`config.mk`:
```
export PLATFORM = sky130hd
export DESIGN_NAME = dm_port_arbiter_flat
export DESIGN_NICKNAME = d
export VERILOG_FILES = /design/src/rtl/dm_port_arbiter_if.sv /design/src/rtl/dm_port_arbiter.sv /design/src/flat_wrapper.sv
export SDC_FILE = /design/constraint.sdc
export NUM_CORES = 1
export LEC_CHECK = 0
export ABC_CLOCK_PERIOD_IN_PS = 7200
export BUFFER_PORTS_ARGS = -buffer_cell sky130_fd_sc_hd__buf_4
export CORE_UTILIZATION = 28
export DETAILED_ROUTE_END_ITERATION = 8
export HOLD_SLACK_MARGIN = 0.1
export PLACE_DENSITY_LB_ADDON = 0.25
export SLEW_MARGIN = 20
export SYNTH_ARGS = -nofsm -noshare
export SYNTH_HDL_FRONTEND = slang
export SYNTH_SLANG_ARGS = --single-unit
```
`constraint.sdc`:
```
create_clock -name clk -period 7.2 [get_ports clk]
set_input_delay 1.08 -clock clk [delete_from_list [all_inputs] [get_ports clk]]
set_output_delay 1.08 -clock clk [all_outputs]
set_load 0.02 [all_outputs]
```
`src/rtl/dm_port_arbiter_if.sv`:
```
// Single requester port of the data-RAM arbiter: request fields in, completion out.
interface dm_port_arbiter_if;
    logic        req;
    logic        we;
    logic [31:0] addr;
    logic [1:0]  size;
    logic [31:0] wdata;
    logic        ack;
    logic        err;
    logic [31:0] rdata;

    modport master (output req, we, addr, size, wdata, input ack, err, rdata);
    modport slave  (input req, we, addr, size, wdata, output ack, err, rdata);
endinterface

```
`src/rtl/dm_port_arbiter.sv`:
```
// Round-robin arbiter sharing one synchronous data RAM between the CPU load/store
// port (p0) and the debug/DMA port (p1); handles alignment, byte enables and lane steering.
module dm_port_arbiter #(
    parameter int unsigned AW = 12
) (
    input  logic                   clk,
    input  logic                   rst_n,
    dm_port_arbiter_if.slave       p0,
    dm_port_arbiter_if.slave       p1,
    output logic                   ram_en,
    output logic [3:0]             ram_we,
    output logic [AW-1:0]          ram_addr,
    output logic [31:0]            ram_wdata,
    input  logic [31:0]            ram_rdata
);

    typedef enum logic [1:0] {IDLE, ACCESS, RESP, ERR_RESP} state_t;

    state_t      state;
    logic        last;
    logic        win;
    logic [1:0]  lat_size;
    logic [1:0]  lat_lo;
    logic [1:0]  ack_q;
    logic [1:0]  err_q;

    logic        sel;
    logic        sel_we;
    logic [31:0] sel_addr;
    logic [31:0] sel_wdata;
    logic [1:0]  sel_size;
    logic        sel_err;
    logic [3:0]  sel_be;
    logic [31:0] sel_steer;
    logic [31:0] rd_ext;

    // Winner selection and decode of the candidate request (only consumed in IDLE).
    always_comb begin
        sel       = (p0.req && p1.req) ? ~last : p1.req;
        sel_we    = sel ? p1.we    : p0.we;
        sel_addr  = sel ? p1.addr  : p0.addr;
        sel_size  = sel ? p1.size  : p0.size;
        sel_wdata = sel ? p1.wdata : p0.wdata;
        sel_be    = 4'b0000;
        sel_steer = sel_wdata;
        sel_err   = (sel_addr >> (AW + 2)) != 32'd0;
        case (sel_size)
            2'd0: begin
                sel_be = 4'b1111;
                if (sel_addr[1:0] != 2'b00) sel_err = 1'b1;
            end
            2'd1: begin
                sel_be    = sel_addr[1] ? 4'b1100 : 4'b0011;
                sel_steer = {2{sel_wdata[15:0]}};
                if (sel_addr[0]) sel_err = 1'b1;
            end
            2'd2: begin
                sel_be    = 4'(4'b0001 << sel_addr[1:0]);
                sel_steer = {4{sel_wdata[7:0]}};
            end
            default: sel_err = 1'b1;
        endcase
    end

    // Lane extraction of RAM read data, valid while in RESP.
    always_comb begin
        rd_ext = 32'h0;
        case (lat_size)
            2'd0:    rd_ext = ram_rdata;
            2'd1:    rd_ext = {16'h0, lat_lo[1] ? ram_rdata[31:16] : ram_rdata[15:0]};
            2'd2:    rd_ext = {24'h0, ram_rdata[{lat_lo, 3'b000} +: 8]};
            default: rd_ext = 32'h0;
        endcase
    end

    always_ff @(posedge clk or negedge rst_n) begin
        if (!rst_n) begin
            state     <= IDLE;
            last      <= 1'b1;
            win       <= 1'b0;
            lat_size  <= 2'd0;
            lat_lo    <= 2'd0;
            ack_q     <= 2'b00;
            err_q     <= 2'b00;
            ram_en    <= 1'b0;
            ram_we    <= 4'b0000;
            ram_addr  <= '0;
            ram_wdata <= 32'h0;
        end else begin
            case (state)
                IDLE: begin
                    if (p0.req || p1.req) begin
                        win      <= sel;
                        last     <= sel;
                        lat_size <= sel_size;
                        lat_lo   <= sel_addr[1:0];
                        if (sel_err) begin
                            state <= ERR_RESP;
                            ack_q <= {sel, ~sel};
                            err_q <= {sel, ~sel};
                        end else begin
                            state     <= ACCESS;
                            ram_en    <= 1'b1;
                            ram_we    <= sel_we ? sel_be : 4'b0000;
                            ram_addr  <= sel_addr[AW+1:2];
                            ram_wdata <= sel_steer;
                        end
                    end
                end
                ACCESS: begin
                    ram_en <= 1'b0;
                    ram_we <= 4'b0000;
                    ack_q  <= {win, ~win};
                    state  <= RESP;
                end
                RESP, ERR_RESP: begin
                    ack_q <= 2'b00;
                    err_q <= 2'b00;
                    state <= IDLE;
                end
                default: state <= IDLE;
            endcase
        end
    end

    assign p0.ack   = ack_q[0];
    assign p1.ack   = ack_q[1];
    assign p0.err   = err_q[0];
    assign p1.err   = err_q[1];
    assign p0.rdata = (state == RESP && !win) ? rd_ext : 32'h0;
    assign p1.rdata = (state == RESP &&  win) ? rd_ext : 32'h0;

endmodule

```
`src/flat_wrapper.sv`:
```
// flat-port wrapper written by rule: the top's interface ports become plain ports
module dm_port_arbiter_flat 
#(
    parameter int unsigned AW = 12
)
  (clk, rst_n, ram_en, ram_we, ram_addr, ram_wdata, ram_rdata, p0_req, p0_we, p0_addr, p0_size, p0_wdata, p0_ack, p0_err, p0_rdata, p1_req, p1_we, p1_addr, p1_size, p1_wdata, p1_ack, p1_err, p1_rdata);
  dm_port_arbiter_if p0_i ();
  dm_port_arbiter_if p1_i ();
  input  logic clk;
  input  logic rst_n;
  output logic ram_en;
  output logic [3:0] ram_we;
  output logic [AW-1:0] ram_addr;
  output logic [31:0] ram_wdata;
  input  logic [31:0] ram_rdata;
  input wire logic [$bits(p0_i.req)-1:0] p0_req;
  input wire logic [$bits(p0_i.we)-1:0] p0_we;
  input wire logic [$bits(p0_i.addr)-1:0] p0_addr;
  input wire logic [$bits(p0_i.size)-1:0] p0_size;
  input wire logic [$bits(p0_i.wdata)-1:0] p0_wdata;
  output wire logic [$bits(p0_i.ack)-1:0] p0_ack;
  output wire logic [$bits(p0_i.err)-1:0] p0_err;
  output wire logic [$bits(p0_i.rdata)-1:0] p0_rdata;
  input wire logic [$bits(p1_i.req)-1:0] p1_req;
  input wire logic [$bits(p1_i.we)-1:0] p1_we;
  input wire logic [$bits(p1_i.addr)-1:0] p1_addr;
  input wire logic [$bits(p1_i.size)-1:0] p1_size;
  input wire logic [$bits(p1_i.wdata)-1:0] p1_wdata;
  output wire logic [$bits(p1_i.ack)-1:0] p1_ack;
  output wire logic [$bits(p1_i.err)-1:0] p1_err;
  output wire logic [$bits(p1_i.rdata)-1:0] p1_rdata;
  assign p0_i.req = p0_req;
  assign p0_i.we = p0_we;
  assign p0_i.addr = p0_addr;
  assign p0_i.size = p0_size;
  assign p0_i.wdata = p0_wdata;
  assign p0_ack = p0_i.ack;
  assign p0_err = p0_i.err;
  assign p0_rdata = p0_i.rdata;
  assign p1_i.req = p1_req;
  assign p1_i.we = p1_we;
  assign p1_i.addr = p1_addr;
  assign p1_i.size = p1_size;
  assign p1_i.wdata = p1_wdata;
  assign p1_ack = p1_i.ack;
  assign p1_err = p1_i.err;
  assign p1_rdata = p1_i.rdata;
  dm_port_arbiter #(.AW(AW)) u_core (.clk(clk), .rst_n(rst_n), .p0(p0_i), .p1(p1_i), .ram_en(ram_en), .ram_we(ram_we), .ram_addr(ram_addr), .ram_wdata(ram_wdata), .ram_rdata(ram_rdata));
endmodule
```
* Yosys cells after proc, flatten, opt, wreduce, memory -nomap -nowiden
Cells that the tools add are included.
** Word-level totals
- Register bits after elaboration :: 61
- Input bits :: 170
- Output and inout port bits :: 117
- Logic and storage cells :: 74
** Cells by class
- Eq/ne operators :: 10
- Shift-type cells :: 2
- Muxes and demuxes :: 29
- Bitwise gates (word level) :: 4
- Reduce and logical (&&, ||, !) cells :: 18
** Operators by type and width (number)
- $mux 32 :: 4
- $pmux 32 s3 :: 1
- $pmux 32 s2 :: 1
- $reduce_bool 32->1 :: 1
- $shiftx 32x6->8 :: 1
- $mux 16 :: 1
- $mux 4 :: 4
- $pmux 2 s3 :: 2
- $pmux 4 s3 :: 1
- $mux 2 :: 5
- $reduce_and 3->1 :: 3
- $eq 2x2->1 const B :: 4
- $pmux 4 s2 :: 1
- $eq 2x1->1 const B :: 3
- $logic_not 2->1 :: 3
- $mux 1 :: 6
- $reduce_bool 2->1 :: 3
- $ne 2x1->1 const B :: 2
- $not 1->1 :: 4
- $pmux 2 s2 :: 1
- $reduce_and 2->1 :: 2
- $shl 1x2->4 const A :: 1
- $logic_and 1x1->1 :: 3
- $pmux 1 s3 :: 1
- 5 further kinds :: 5

* Logic depth before layout (Yosys ltp)
Gate-level depths: netlist (run 1).
- Depth after elaboration :: 9
- Depth in mapped cells :: 13
- Gate-level depth less buffers :: 8

* Worst setup path after synthesis (run 1)
No wires, ideal clock.
- Path kind :: input to register
- From :: in p1_req
- To :: reg u_core.ack_q[0]
- Setup time :: 0.126 ns
- Data arrival time :: 3.912 ns
- Data required time :: 7.074 ns
- Slack :: 3.162 ns
- Cell stages on the path :: 12
- Path buffers :: 4
- Path through :: a21bo_2 buf_2 clkbuf_1 buf_2 mux2i_1 inv_1 ha_1 clkbuf_1 or2_2 nor3b_1 nor2_1 o311a_1
** On the way
- Elaborated cells on any way between the ends :: 20
- Those cells by class :: eq/ne (4); mux (9); bitwise (1); reduce/logical (6)
** RTL lines
- start, declared :: line flat_wrapper.sv:24 : input wire logic [$bits(p1_i.req)-1:0] p1_req;
- $logic_and 1x1->1 :: line dm_port_arbiter.sv:39 : sel = (p0.req && p1.req) ? ~last : p1.req;
- $mux 1 (*) :: line dm_port_arbiter.sv:39
- $mux 2 (*) :: line dm_port_arbiter.sv:42 : sel_size = sel ? p1.size : p0.size;
- via u_core.sel_size[0] :: line dm_port_arbiter.sv:31 : logic [1:0] sel_size;
- $eq 2x2->1 (tied with other cells) :: line dm_port_arbiter.sv:47 : case (sel_size)
- $pmux 1 s3 (*) :: line dm_port_arbiter.sv:47
- $ne 2x1->1 (no line) (*)
- $reduce_and 2->1 (no line) (*)
- end signal, assigned :: line dm_port_arbiter.sv:99 : ack_q <= {sel, ~sel};
- end signal, assigned :: line dm_port_arbiter.sv:113 : ack_q <= {win, ~win};
- end, declared :: line dm_port_arbiter.sv:24 : logic [1:0] ack_q;
Mark *: on every way through the listed nets, which the timed path passes. The rest lies on a longest branch. The select of a mux whose other input is x is not followed.
A chain may end at the register's enable or synchronous reset.

* Final worst setup path (run 1)
- From :: in p1_req
- To :: reg u_core.ram_wdata[6]
** On the way
- Cells in the longest elaborated chain, start to end :: 8
- Elaborated cells on any way between the ends :: 17
- Those cells by class :: eq/ne (2); mux (8); bitwise (1); reduce/logical (6)
** RTL lines
- $logic_and 1x1->1 :: line dm_port_arbiter.sv:39
- $mux 1 :: line dm_port_arbiter.sv:39
- $mux 32 :: line dm_port_arbiter.sv:41 : sel_addr = sel ? p1.addr : p0.addr;
- $reduce_bool 32->1 / $reduce_bool 2->1 (equally long branches) :: line dm_port_arbiter.sv:46, dm_port_arbiter.sv:50
- $mux 1, on equally long branches :: line dm_port_arbiter.sv:55, dm_port_arbiter.sv:50
- $pmux 1 s3 :: line dm_port_arbiter.sv:47
- $not 1->1 (no line)
- $reduce_and 3->1 (no line)
- end signal, assigned :: line dm_port_arbiter.sv:106 : ram_wdata <= sel_steer;
- end, declared :: line dm_port_arbiter.sv:13 : output logic [31:0] ram_wdata,
Several ways; a longest one is shown, not always the timed one.

==> metrics.txt, run 1 <==
FF+latch count, synth=61; Remaining DRCs=23; Primary FF master, synth=dfrtp_1; Post-CTS Hold Buffers=0; final setup margin=2957 ps; CP startpoint kind=primary input; met3 routed WL=1402 um; final wirelength=17290 um; max frequency=235.7 MHz; clk root buf=clkbuf_16; htree depth=3; CTS Buf Count=9; FILL cells=1449; synthesis-to-layout area growth=59.65%; Final Setup Violations=0; critical path class=primary input to flip-flop; first-pass GRT wire length=25990 um; syn_area_per_cell=8.485 um^2; total negative slack=0 ps; post-detail-place hpwl=13710 um; sequential fraction of the synthesis area=35.72%; final hold viol count=0; yosys warns=0; Via Count=4914; PortBufs=286; Highest Signal Layer=met4; post_cts resized=0; number of global-route vias before repair=4867; area share of the largest cell type after synthesis=35.11%; WHS=492.5 ps; gr ovfl total=0; Clock Skew=6.690 ps; wire length per cell=18.05 um; clk sinks=61; Initial Util=29.09%; top cells by area, synth=dfrtp_1, mux2i_1, nand2_1; status=complete, but fails checks; CP max FO=36; CP arrival=4450 ps; violated checks=design-rule violations; worst path cell trace=buf_4 > a21boi_2 > buf_4 > mux2i_1 > ha_1 > o21ai_1 > o2bb2ai_4 > nand2_4 > mux2_1; post-CTS setup buffer count=0; DRT met1 WL=6698 um; CP max stage delay=600 ps; Die Span Y=125.6 um; TritonCTS clock tree=yes; Total Die Area=15770 um^2; RSZ-0062 raised after global routing=no; DR vias/cell=5.129; Tcrit/Tclk final=58.93%; Worst Hold Class=flip-flop to flip-flop; initial antenna violation count=0; P per Cell Area=349.5 nW/um^2; IO Pins=287; Tmin final=4243 ps; die width=125.6 um; global-route usage over all layers=21.47%; ant diodes=0; Final GP Congestion=0.9578; Slew Viols, Final=0; Synthesized Nets=678; leading area contributor after synthesis=dfrtp_1; WP buf/inv=2; Worst Max-Slew Pin Slew=1027 ps; ys async rst share=100.0%; Post-Synthesis Cells=504; Leak=3.523 nW; largest net degree at the start of global routing=62; initial DRC count=310; CP top delay family=compound AO/OA/AOI/OAI gates; Antenna Nets Post-Route=0; DR pass1 iterations=9; Max Cap Viol=0; Final Net Count=943; met2 routed WL=8787 um; Clock Path Buffers=2; CP required=7410 ps; fraction of layout cells with a size suffix above 1=41.99%; maximum vdd ir drop=0.0001538 V; critical path's slowest cell=ha_1; CTS clk-pin slew, worst paths=50 ps; critical path endpoint category=flip-flop; Post-synth EDFFs=0; CORE AREA=14700 um^2; Setup WS pre-CTS=2624 ps; # rows=44; Worst path most repeated cell=buf_4; max-slew headroom at the worst pin=31.44%; Skew-Pair Late Insertion Delay=330 ps; netlist area before placement=4277 um^2; Distinct cells, synth=48
==> synthesized netlist by cell type, types with 2 or more instances <==
master    number
o211a_1        2
nand4_1        2
nor2b_1        4
nand2_1      102
or4_1          2
a221oi_1      13
inv_1          6
dfrtp_1       60
mux2_2         6
buf_6          2
nor3_1        18
buf_2          4
o22ai_1        3
and2_1        34
o32ai_1        5
ha_1           4
or2_2          4
o21ai_0       27
clkbuf_1      28
mux2i_1       42
mux2_1        26
nor2_1        34
a21oi_1       19
or3_1          2
nor4_1         9
a31oi_1       21
a211oi_1       4
==> state kept, by name, summed over array words and instances (netlist names) <==
signal	cells
u_core.last	1
u_core.ack_q	2
u_core.ram_wdata	32
u_core.lat_size	2
u_core.ram_en	1
u_core.state	2
u_core.err_q	2
u_core.ram_addr	12
u_core.ram_we	4
u_core.win	1
u_core.lat_lo	2
==> cell families after synthesis <==
kind of cell             synth area share [%]
adder cells (fa/ha/maj)                 1.170
flip-flops                              35.72
multiplexers                            18.58
buffers and inverters                   4.242
AND/OR/NAND/NOR                         23.76
AO/OA/AOI/OAI                           16.53
==> where the power goes <==
group	switching [mW]	internal (mW)	total, mW	leakage, nW
Combinational	0.752	0.565	1.32	2.64
Sequential	0.133	0.502	0.635	0.746
Clock	0.165	0.269	0.433	0.138
==> metrics by stage <==
stage               utilization [%]  area, um^2  cells  power (mW)
floorplan                         -        4277    504       1.400
global placement              44.41        6528    942       1.935
detailed placement            44.41        6528    942       1.957
CTS                           46.45        6828    958       2.398
global route                  46.45        6828    958       2.530
finish                        46.45        6828    958       2.386
==> placed cells by master, fill, tap and decap left out, drive strengths merged, types with 2 or more instances in the layout <==
master    instances
mux2i            43
a31oi            21
a221oi           13
nand2           103
or3               2
a21oi            19
o21ai            28
nor4              9
ha                4
mux2             32
clkbuf            9
dfrtp            60
or4               2
o32ai             5
a211oi            4
nor4b             2
and2             34
nand4             2
buf             290
or2               4
clkinvlp          3
nor2             34
nor3             18
nor2b             4
inv               7
clkinv            2
o211a             2
o22ai             3
==> routing by layer <==
layer / track usage, % / vias to the layer above
met2: 39.02 / 249
li1: - / 2334
met1: 24.43 / 2306
met3: 4.878 / 25
met4: 7.747 / 0
met5: 0 / -
==> worst reg2reg max path: cells and delay by family, from the launching register on <==
family          cells  cell delay [ps]
compound gates      3             1110
buf+inv             1              580
flops               1              560
mux                 1              490
simple gates        2              920
==> final timing paths <==
kind                                                       start                               end  slack (ps)  depth (start not counted)
worst max-delay path                                      p1_req   u_core.ram_wdata[6]$_DFFE_PN0P_        2960                          9
worst min-delay path            u_core.ram_wdata[16]$_DFFE_PN0P_  u_core.ram_wdata[16]$_DFFE_PN0P_         490                          1
worst max register to register           u_core.last$_DFFE_PN1P_   u_core.ram_wdata[6]$_DFFE_PN0P_        3410                          7
worst min register to register  u_core.ram_wdata[16]$_DFFE_PN0P_  u_core.ram_wdata[16]$_DFFE_PN0P_         490                          1
max in group asynchronous                                  rst_n  u_core.ram_wdata[10]$_DFFE_PN0P_        5860                          1
min in group asynchronous                                  rst_n   u_core.ram_wdata[6]$_DFFE_PN0P_         830                          1
==> cell type report <==
class,count,area [um^2],share of cell area (%)
Sequential cell,61,1528,22.37
Clock inverter,7,75.07,1.100
Clock buffer,9,225.2,3.299
Tap cell,184,230.2,3.372
Multi-Input combinational cell,401,2570,37.64
Inverter,6,22.52,0.3299
Timing Repair Buffer,290,2177,31.89
(Power assumes the default switching activity.)
==> inputs of run 2 (changes only) <==
ABC_AREA = 1   (was unset)
ABC_CLOCK_PERIOD_IN_PS = 3790   (was 7200)
clock period = 3.79 ns   (was 7.2 ns; I/O delays follow)
==> metrics.txt, run 2 <==
die width=128.2 um; clk root buf=clkbuf_16; Tcrit/Tclk final=82.71%; Clock Path Buffers=2; gr ovfl total=0; maximum vdd ir drop=0.0002434 V; Final GP Congestion=0.7988; leading area contributor after synthesis=dfrtp_1; Tmin final=3135 ps; CP max FO=51; final hold viol count=0; PortBufs=286; post-detail-place hpwl=13300 um; Gate power share=58.2%; syn_area_per_cell=6.322 um^2; fraction of layout cells with a size suffix above 1=33.81%; FF+latch area=1528 um^2; htree depth=3; CTS clk-pin slew, worst paths=60 ps; # rows=45; wire length per cell=14.28 um; initial antenna violation count=0; IO Pins=287; Reg power frac=24.7%; Post-CTS Hold Buffers=0; Final Net Count=1147; CORE AREA=15370 um^2; multi-input logic area=2565 um^2; clock share of power=17.1%; area share of the largest cell type after synthesis=33.69%; Initial Util=28.99%; yosys warns=0; first-pass GRT wire length=25950 um; Worst R2R Path Depth=16; ant diodes=0; max reg flops=32; Biggest register=u_core.ram_wdata; synthesis-to-layout area growth=59.15%; Post-synth EDFFs=0; Via Count=5569; Largest regs=u_core.ram_wdata: 32 flops, u_core.ram_addr: 12 flops, u_core.ram_we: 4 flops; WHS=320.9 ps; commonest non-fill, non-tap cell in the layout=buf_4; Final Setup Violations=0; CP startpoint kind=flip-flop; largest net degree at the start of global routing=62; final wirelength=16950 um; reg2reg end=u_core.ram_wdata[30]$_DFFE_PN0P_; netlist area before placement=4457 um^2; total negative slack=0 ps; RSZ-0062 raised after global routing=no; Synthesized Nets=879; number of global-route vias before repair=5143; Max Cap Viol=0; post-CTS setup buffer count=0; Primary FF master, synth=dfrtp_1; Worst R2R Setup Slack=660 ps; Total Die Area=16430 um^2; top-count cell post-synth=nand2_1; Int Pwr=2.555 mW; Commonest cells post-synth=nand2_1, nor2_1, dfrtp_1, o21ai_0, nand3_1; Switching Share=46.89%; status=completed; CP required=3990 ps; worst r2r src=u_core.last$_DFFE_PN1P_; Leak=3.810 nW; FILL cells=1656; Antenna Nets Post-Route=0; max frequency=319.0 MHz; Die Span Y=128.2 um; max-slew headroom at the worst pin=46.90%; sequential fraction of the synthesis area=34.28%; critical path class=flip-flop to flip-flop; crit path to=u_core.ram_wdata[30]$_DFFE_PN0P_; P per Cell Area=678.2 nW/um^2; Slew Viols, Final=0; post_cts resized=0; Skew-Pair Late Insertion Delay=330 ps; DR pass1 iterations=4; Worst Hold Class=primary input to async pin; top cells by area, synth=dfrtp_1, nand2_1, nor2_1; initial DRC count=208; Post-Synthesis Cells=705; P_sw=2.256 mW; CTS Buf Count=9; DR vias/cell=4.692; TritonCTS clock tree=yes; Remaining DRCs=0; FF+latch count, synth=61; ys async rst share=100.0%; clk sinks=61; CP arrival=3340 ps; Clock Skew=10.68 ps; CP startpoint=u_core.last$_DFFE_PN1P_; Distinct cells, synth=30; Worst Max-Slew Pin Slew=796.5 ps; global-route usage over all layers=20.23%; commonest cells after routing, fill and taps aside=buf_4, nand2_1, nor2_1; critical path endpoint category=flip-flop
## run 2: power by group through the flow
stage / sequential [mW] / clock [mW] / combinational [mW]
after floorplan: 1.38 / 0 / 1.47
after global placement: 1.19 / 0 / 2.80
after detailed placement: 1.19 / 0 / 2.82
after CTS: 1.19 / 0.836 / 2.82
after global routing: 1.23 / 0.866 / 3.07
final: 1.19 / 0.822 / 2.80
## run 2: kinds of logic after synthesis
group                      Yosys count  share of synthesized area, %
buffers and inverters               90                         8.338
DFF                                 61                         34.28
and+or+nand+nor                    420                         38.83
adders and majority gates            4                         1.123
AOI/OAI and AO/OA                  122                         15.64
muxes                                8                         1.797
## run 2: per-layer routing
metal,up-vias,track usage [%],part of all wire [%]
met5,-,0,0
met2,214,36.45,50
li1,2824,-,-
met1,2518,23.85,41
met4,0,4.775,0.90
met3,13,5.301,7.9
## run 2: worst min-delay path by stage
| stage | startpoint | depth (start not counted) | slack [ps] | to |
|---|---|---|---|---|
| finish | rst_n | 1 | 320 | u_core.ram_we[1]$_DFFE_PN0P_ |
| global route | rst_n | 1 | 390 | u_core.ram_en$_DFFE_PN0P_ |
| CTS | rst_n | 1 | 350 | u_core.ram_we[1]$_DFFE_PN0P_ |
| detailed placement | u_core.ram_wdata[5]$_DFFE_PN0P_ | 2 | 460 | u_core.ram_wdata[5]$_DFFE_PN0P_ |
| global placement | u_core.ram_addr[2]$_DFFE_PN0P_ | 2 | 460 | u_core.ram_addr[2]$_DFFE_PN0P_ |
| floorplan | rst_n | 0 | 270 | u_core.ack_q[0]$_DFFE_PN0P_ |
## run 2: stage by stage
step                      setup slack (ps)  instance area (um^2)  utilization [%]  power [mW]  std cells
after global placement               616.5                  6789            44.17       3.990       1173
after CTS                            646.5                  7093            46.15       4.850       1187
final                                655.4                  7093            46.15       4.810       1187
after detailed placement             463.5                  6794            44.20       4.009       1173
after floorplan                      912.7                  4457                -       2.857        705
after global routing                 339.2                  7093            46.15       5.166       1187
## run 2: area by class of cell
cell class | count | share of cell area (%)
timing repair buffer | 299 | 31.82
clock inverter | 3 | 0.6527
clock buffer | 11 | 3.563
sequential | 61 | 21.54
inverter | 48 | 2.540
tap | 211 | 3.722
multi-input combinational | 554 | 36.16
## run 2: critical path, stage by stage (launching register included)
cell	delay (ps)
dfstp_2	540
nand2_1	100
nand2_4	90
buf_4	190
o21ai_0	160
inv_1	140
ha_1	370
inv_1	230
nand3_1	140
nand2_1	50
inv_1	50
nand2_1	70
a21oi_2	170
nand2_2	260
buf_12	280
nand2_1	70
o21ai_0	80
